$ cat src/rtl/debug_word_tx_pkg.sv
// Shared definitions for the debug link transmit path.
// Holds the word/byte widths, the default bit period and the FSM
// state encoding used by debug_word_tx and its bench.
package debug_word_tx_pkg;

  localparam int DB_DEFAULT       = 16;   // a word is exactly two bytes
  localparam int BYTE_W           = 8;
  localparam int BAUD_DIV_DEFAULT = 5208; // 50 MHz / 9600 baud

  typedef enum logic [1:0] {
    ST_IDLE  = 2'b00,
    ST_START = 2'b01,
    ST_DATA  = 2'b10,
    ST_STOP  = 2'b11
  } tx_state_t;

endpackage

$ cat src/rtl/word_fifo.sv
// Small word FIFO between the processor write strobe and the serializer.
// Ports:
//   clk, reset  : clock, asynchronous active-high reset (empties the FIFO)
//   wr, w_data  : push strobe and word; ignored while full
//   rd          : pop strobe; ignored while empty
//   r_data      : word at the head (valid while !empty)
//   empty, full : registered, exact occupancy flags
module word_fifo #(
  parameter int DB      = 16,
  parameter int FIFO_AW = 2
) (
  input  logic          clk,
  input  logic          reset,
  input  logic          wr,
  input  logic [DB-1:0] w_data,
  input  logic          rd,
  output logic [DB-1:0] r_data,
  output logic          empty,
  output logic          full
);

  localparam int DEPTH = 2 ** FIFO_AW;

  logic [DB-1:0]      mem [DEPTH];
  logic [FIFO_AW-1:0] w_ptr;
  logic [FIFO_AW-1:0] r_ptr;
  logic [FIFO_AW-1:0] w_ptr_nxt;
  logic [FIFO_AW-1:0] r_ptr_nxt;
  logic               wr_en;
  logic               rd_en;

  // The flags sampled before the edge gate both operations, so a write
  // into a full FIFO is dropped even if a pop happens on the same edge.
  assign wr_en     = wr & ~full;
  assign rd_en     = rd & ~empty;
  assign w_ptr_nxt = w_ptr + 1'b1;
  assign r_ptr_nxt = r_ptr + 1'b1;
  assign r_data    = mem[r_ptr];

  always_ff @(posedge clk) begin
    if (wr_en) mem[w_ptr] <= w_data;
  end

  always_ff @(posedge clk or posedge reset) begin
    if (reset) begin
      w_ptr <= '0;
      r_ptr <= '0;
      empty <= 1'b1;
      full  <= 1'b0;
    end else begin
      unique case ({wr_en, rd_en})
        2'b10: begin
          w_ptr <= w_ptr_nxt;
          empty <= 1'b0;
          full  <= (w_ptr_nxt == r_ptr);
        end
        2'b01: begin
          r_ptr <= r_ptr_nxt;
          full  <= 1'b0;
          empty <= (r_ptr_nxt == w_ptr);
        end
        2'b11: begin
          // occupancy unchanged, flags stay as they are
          w_ptr <= w_ptr_nxt;
          r_ptr <= r_ptr_nxt;
        end
        default: ;
      endcase
    end
  end

endmodule

$ cat src/rtl/debug_word_tx.sv
// Transmit end of the BIP debug link. Buffers 16-bit words in a FIFO and
// sends each as two 8N1 frames, low byte first.
// Ports:
//   clk, reset : clock, asynchronous active-high reset (abandons any frame)
//   wr_uart    : one-cycle write strobe; word taken unless tx_full
//   w_data     : word to send, sampled with wr_uart
//   tx         : registered serial line, idles high
//   tx_full    : FIFO full, writes dropped
//   tx_busy    : high from the low byte's start bit to the high byte's stop bit
//   tx_done    : one-cycle pulse when the high byte's stop bit completes
//   fsm_state  : current FSM state, for observation
// Handshake: wr_uart is a fire-and-forget strobe; the producer must watch
// tx_full, a word presented while tx_full=1 is lost.
module debug_word_tx
  import debug_word_tx_pkg::*;
#(
  parameter int DB       = DB_DEFAULT,       // must be 16
  parameter int BAUD_DIV = BAUD_DIV_DEFAULT, // clk cycles per bit, >= 2
  parameter int FIFO_AW  = 2
) (
  input  logic          clk,
  input  logic          reset,
  input  logic          wr_uart,
  input  logic [DB-1:0] w_data,
  output logic          tx,
  output logic          tx_full,
  output logic          tx_busy,
  output logic          tx_done,
  output tx_state_t     fsm_state
);

  localparam int CW = $clog2(BAUD_DIV);
  localparam logic [CW-1:0] CNT_MAX = CW'(BAUD_DIV - 1);

  logic [DB-1:0] fifo_data;
  logic          fifo_empty;
  logic          fifo_rd;

  word_fifo #(
    .DB      (DB),
    .FIFO_AW (FIFO_AW)
  ) u_fifo (
    .clk    (clk),
    .reset  (reset),
    .wr     (wr_uart),
    .w_data (w_data),
    .rd     (fifo_rd),
    .r_data (fifo_data),
    .empty  (fifo_empty),
    .full   (tx_full)
  );

  tx_state_t     state, state_nxt;
  logic [CW-1:0] cnt, cnt_nxt;
  logic [2:0]    bit_idx, bit_idx_nxt;
  logic          hi_sel, hi_sel_nxt;
  logic [DB-1:0] hold, hold_nxt;
  logic          tx_reg, tx_nxt;
  logic          done_reg, done_nxt;

  logic [BYTE_W-1:0] cur_byte;
  logic [2:0]        bit_inc;
  logic              bit_end;

  assign cur_byte = hi_sel ? hold[2*BYTE_W-1:BYTE_W] : hold[BYTE_W-1:0];
  assign bit_inc  = bit_idx + 3'd1;
  assign bit_end  = (cnt == CNT_MAX);

  always_ff @(posedge clk or posedge reset) begin
    if (reset) begin
      state    <= ST_IDLE;
      cnt      <= '0;
      bit_idx  <= '0;
      hi_sel   <= 1'b0;
      hold     <= '0;
      tx_reg   <= 1'b1;
      done_reg <= 1'b0;
    end else begin
      state    <= state_nxt;
      cnt      <= cnt_nxt;
      bit_idx  <= bit_idx_nxt;
      hi_sel   <= hi_sel_nxt;
      hold     <= hold_nxt;
      tx_reg   <= tx_nxt;
      done_reg <= done_nxt;
    end
  end

  // tx_nxt is the line level for the state being entered, so the register
  // output changes exactly on state/bit boundaries.
  always_comb begin
    state_nxt   = state;
    cnt_nxt     = cnt;
    bit_idx_nxt = bit_idx;
    hi_sel_nxt  = hi_sel;
    hold_nxt    = hold;
    tx_nxt      = 1'b1;
    done_nxt    = 1'b0;
    fifo_rd     = 1'b0;
    unique case (state)
      ST_IDLE: begin
        if (!fifo_empty) begin
          fifo_rd    = 1'b1;
          hold_nxt   = fifo_data;
          hi_sel_nxt = 1'b0;
          cnt_nxt    = '0;
          state_nxt  = ST_START;
          tx_nxt     = 1'b0;
        end
      end
      ST_START: begin
        tx_nxt = 1'b0;
        if (bit_end) begin
          cnt_nxt     = '0;
          bit_idx_nxt = '0;
          state_nxt   = ST_DATA;
          tx_nxt      = cur_byte[0];
        end else begin
          cnt_nxt = cnt + 1'b1;
        end
      end
      ST_DATA: begin
        tx_nxt = cur_byte[bit_idx];
        if (bit_end) begin
          cnt_nxt = '0;
          if (bit_idx == 3'd7) begin
            state_nxt = ST_STOP;
            tx_nxt    = 1'b1;
          end else begin
            bit_idx_nxt = bit_inc;
            tx_nxt      = cur_byte[bit_inc];
          end
        end else begin
          cnt_nxt = cnt + 1'b1;
        end
      end
      ST_STOP: begin
        tx_nxt = 1'b1;
        if (bit_end) begin
          cnt_nxt = '0;
          if (!hi_sel) begin
            hi_sel_nxt = 1'b1;
            state_nxt  = ST_START;
            tx_nxt     = 1'b0;
          end else begin
            state_nxt = ST_IDLE;
            done_nxt  = 1'b1;
          end
        end else begin
          cnt_nxt = cnt + 1'b1;
        end
      end
      default: state_nxt = ST_IDLE;
    endcase
  end

  assign tx        = tx_reg;
  assign tx_done   = done_reg;
  assign tx_busy   = (state != ST_IDLE);
  assign fsm_state = state;

endmodule
$ cat config.mk
export PLATFORM = sky130hd
export DESIGN_NAME = debug_word_tx
export DESIGN_NICKNAME = d
export VERILOG_FILES = /design/src/rtl/debug_word_tx_pkg.sv /design/src/rtl/word_fifo.sv /design/src/rtl/debug_word_tx.sv
export SDC_FILE = /design/constraint.sdc
export NUM_CORES = 1
export LEC_CHECK = 0
export ABC_AREA = 1
export BUFFER_PORTS_ARGS = -buffer_cell sky130_fd_sc_hd__buf_2
export CAP_MARGIN = 5
export CORE_ASPECT_RATIO = 2
export CORE_MARGIN = 1
export CORE_UTILIZATION = 40
export CTS_CLUSTER_DIAMETER = 60
export DETAILED_ROUTE_END_ITERATION = 7
export PLACE_DENSITY = 0.56
export RECOVER_POWER = 100
export SETUP_SLACK_MARGIN = 0.2
export SYNTH_ARGS = -nofsm -noshare
export SYNTH_HDL_FRONTEND = slang
export SYNTH_HIERARCHICAL = 1
export SYNTH_SLANG_ARGS = --single-unit
$ cat constraint.sdc
create_clock -name clk -period 2.76 [get_ports clk]
set_input_delay 0 -clock clk [delete_from_list [all_inputs] [get_ports clk]]
set_output_delay 0 -clock clk [all_outputs]
set_load 0.005 [all_outputs]
==> impl_metrics.tcl <==
set metrics [dict create \
    io-pin-count 25 \
    dieArea_um2 12700 \
    grt_max_degree 38 \
    hpwlAfterDp_um 6920 \
    antenna_found_initial 0 \
    yosysUniqueCellTypes 36 \
    grt_pass1_wl_um 16500 \
    drtIter0Drc 182 \
    nets 561 \
    p_int_mw 2.65 \
    critPathKind "reg2reg" \
    syn_area_per_cell_um2 10.1 \
    routedWlPerCell_um 14.8 \
    grt_pass1_vias 3483 \
    setup_viol 0 \
    first_pass_iters 4 \
    skew_ps 7.32 \
    slowest_stage "dfrtp_1" \
    ant_nets 0 \
    synthCells 486 \
    cp-start-kind "flip-flop" \
    top_regs "u_fifo/mem (64), hold (16), cnt (13)" \
    clk_latency_ps 350 \
    worstPathRequired_ps 3020 \
    largest_reg_flops 64 \
    io_buffer_count 24 \
    multi_input_area_um2 1570 \
    hold_violations 0 \
    die_y_um 159 \
    syn_to_final_growth_pct 12.2 \
    yosysWarnings 6 \
    status "finished with violations" \
    p_leak_nw 2.22 \
    fp.coreArea_um2 11800 \
    rsz0062_at_grt "no" \
    top_register "u_fifo/mem" \
    syn_area_um2 4910 \
    cap_violations 1 \
    arrival_ps 2420 \
    num_rows 56 \
    finalCritPeriodShare_pct 78.1 \
    vdd_ir_drop_max_uv 419 \
    p_clk_share_pct 34.7 \
    hold_slack_ps 113 \
    end_kind "flip-flop" \
    layout_commonest_cell "nand2_1" \
    comb_power_share_pct 10.1 \
    cts_buffers 9 \
    start_util_pct 41.4 \
    power_switching_mw 0.904 \
    synth_nets 518 \
    routed_wl_um 10100 \
    total_power_mw 3.55 \
    post-cts-setup-buffers 0 \
    die_w_um 80.3 \
    relSlewSlack_pct -32.4 \
    clockBufferDepth 2 \
    fillerInstances 1138 \
    vias 3514 \
    clk_pin_slew_ps 80 \
    crit_fanout 5 \
    overflow 0 \
    route.detailed.drc 0 \
    drive_gt1_share_pct 5.99 \
    hold_class "in2reg" \
    violations "max-capacitance violations, max-slew violations" \
    viasPerCell 5.18 \
    track_usage_pct 17.6 \
    seqPwrFrac_pct 55.2 \
    clock_sinks 107 \
    p_sw_share_pct 25.4 \
    worstMarginPinSlew_ps 1990 \
    period_minus_slack_ps 2160 \
    tritoncts "done" \
    root_buffer "clkbuf_16" \
    n_antenna_cell 0 \
    place_area_um2 5130 \
    slew_viol_final 38 \
    crit_top_cell "inv_1" \
    crit_chain "inv_1 -> ha_1 -> inv_1 -> nor2_1 -> inv_1 -> nor2_1 -> ha_1 -> a21oi_1 -> nand2_1 -> o21ai_0" \
    max_clock_freq_ghz 0.464 \
    ys_seq_area_share_pct 61.2 \
    pwr_density_cell_nw_per_um2 646 \
    dp_worst_setup_slack_ps 620 \
    ys_ff_latch 107 \
    finalSetupTns_ps 0 \
    slowest_delay_ps 430 \
    ff_latch_area_um2 3000 \
    layout_setup_ws_ps 605 \
    place_congestion 0.877 \
    layout_common_cells "nand2_1, edfxtp_1, nor2_1" \
    fin_area_um2 5510 \
    htreeDepth 3 \
]
==> worst paths after layout <==
kind                       cells past startpoint              end    startpoint  slack (ps)
max                                           10      u_fifo/full  fsm_state[0]         600
min                                            4  u_fifo/w_ptr[1]       wr_uart         110
max reg2reg                                   10      u_fifo/full  fsm_state[0]         600
min reg2reg                                    2          hold[6]       hold[6]         480
max in group asynchronous                      4          hold[3]         reset         690
min in group asynchronous                      3  u_fifo/w_ptr[0]         reset         120
==> critical path, delay by kind of cell (launching register included) <==
family                     cells  cell delay [ps]
adders and majority gates      2              580
and+or+nand+nor                3              440
DFF                            1              430
buffers and inverters          3              330
AOI/OAI and AO/OA              2              280
==> synthesized netlist by cell type, drive strengths merged <==
master,number,area (um^2)
nand3b,1,7.51
or2,1,6.26
a32o,2,20.0
edfxtp,64,1920
nor4,2,12.5
nor2,51,191
dfrtp,41,1030
o32ai,1,8.76
buf,14,119
o22ai,18,113
inv,42,168
clkbuf,2,8.75
clkinv,1,3.75
a31oi,1,6.26
nand3,30,168
xor2,4,35.0
nor3,6,50.1
a21oi,12,63.8
dfstp,2,52.6
nand4,3,18.8
a211oi,2,15.0
ha,13,163
nand2,119,454
o21ai,54,274
==> routing by layer <==
| layer | GRT usage [%] | part of all wire (%) | wire length [um] | vias to the layer above |
|---|---|---|---|---|
| li1 | - | - | - | 1736 |
| met5 | 0 | 0 | 0 | - |
| met3 | 4.01 | 2.8 | 286 | 20 |
| met1 | 17.5 | 38 | 3850 | 1682 |
| met2 | 33.1 | 56 | 5600 | 76 |
| met4 | 9.10 | 3.4 | 345 | 0 |
==> logic make-up after synthesis <==
| kind of cell | share of synthesized area (%) |
|---|---|
| AO/OA/AOI/OAI | 10.2 |
| XOR/XNOR | 0.714 |
| adder cells (fa/ha/maj) | 3.32 |
| buffers and inverters | 6.10 |
| flip-flops | 61.2 |
| AND/OR/NAND/NOR | 18.5 |
==> power by group through the flow <==
stage          logic (mW)  clock network [mW]  registers, mW
2_1_floorplan       0.229                   0           1.98
3_3_place_gp        0.366                   0           1.99
3_5_place_dp        0.370                   0           1.99
4_1_cts             0.391                1.26           1.96
5_1_grt             0.414                1.34           1.98
6_report            0.359                1.23           1.96
==> stage by stage <==
| step | cells | util (%) |
|---|---|---|
| 2_1_floorplan | 486 | - |
| 3_3_place_gp | 646 | 43.3 |
| 3_5_place_dp | 646 | 43.3 |
| 4_1_cts | 679 | 47.2 |
| 5_1_grt | 679 | 46.5 |
| 6_report | 679 | 46.5 |
==> area by class of cell <==
cell class	count	area share (%)
flip-flops and latches	107	54.5
multi-input cells	320	28.5
repair buffers	48	5.41
clock buffers	10	4.16
well taps	145	3.29
inverters	43	3.11
clock inverters	6	1.00
==> repair_timing <==
action | in CTS | in global routing
resized for setup | 0 | 0
hold endpoints to repair | 106 | 0
hold buffers | 17 | 0
Power figures use the tool's default switching activity.
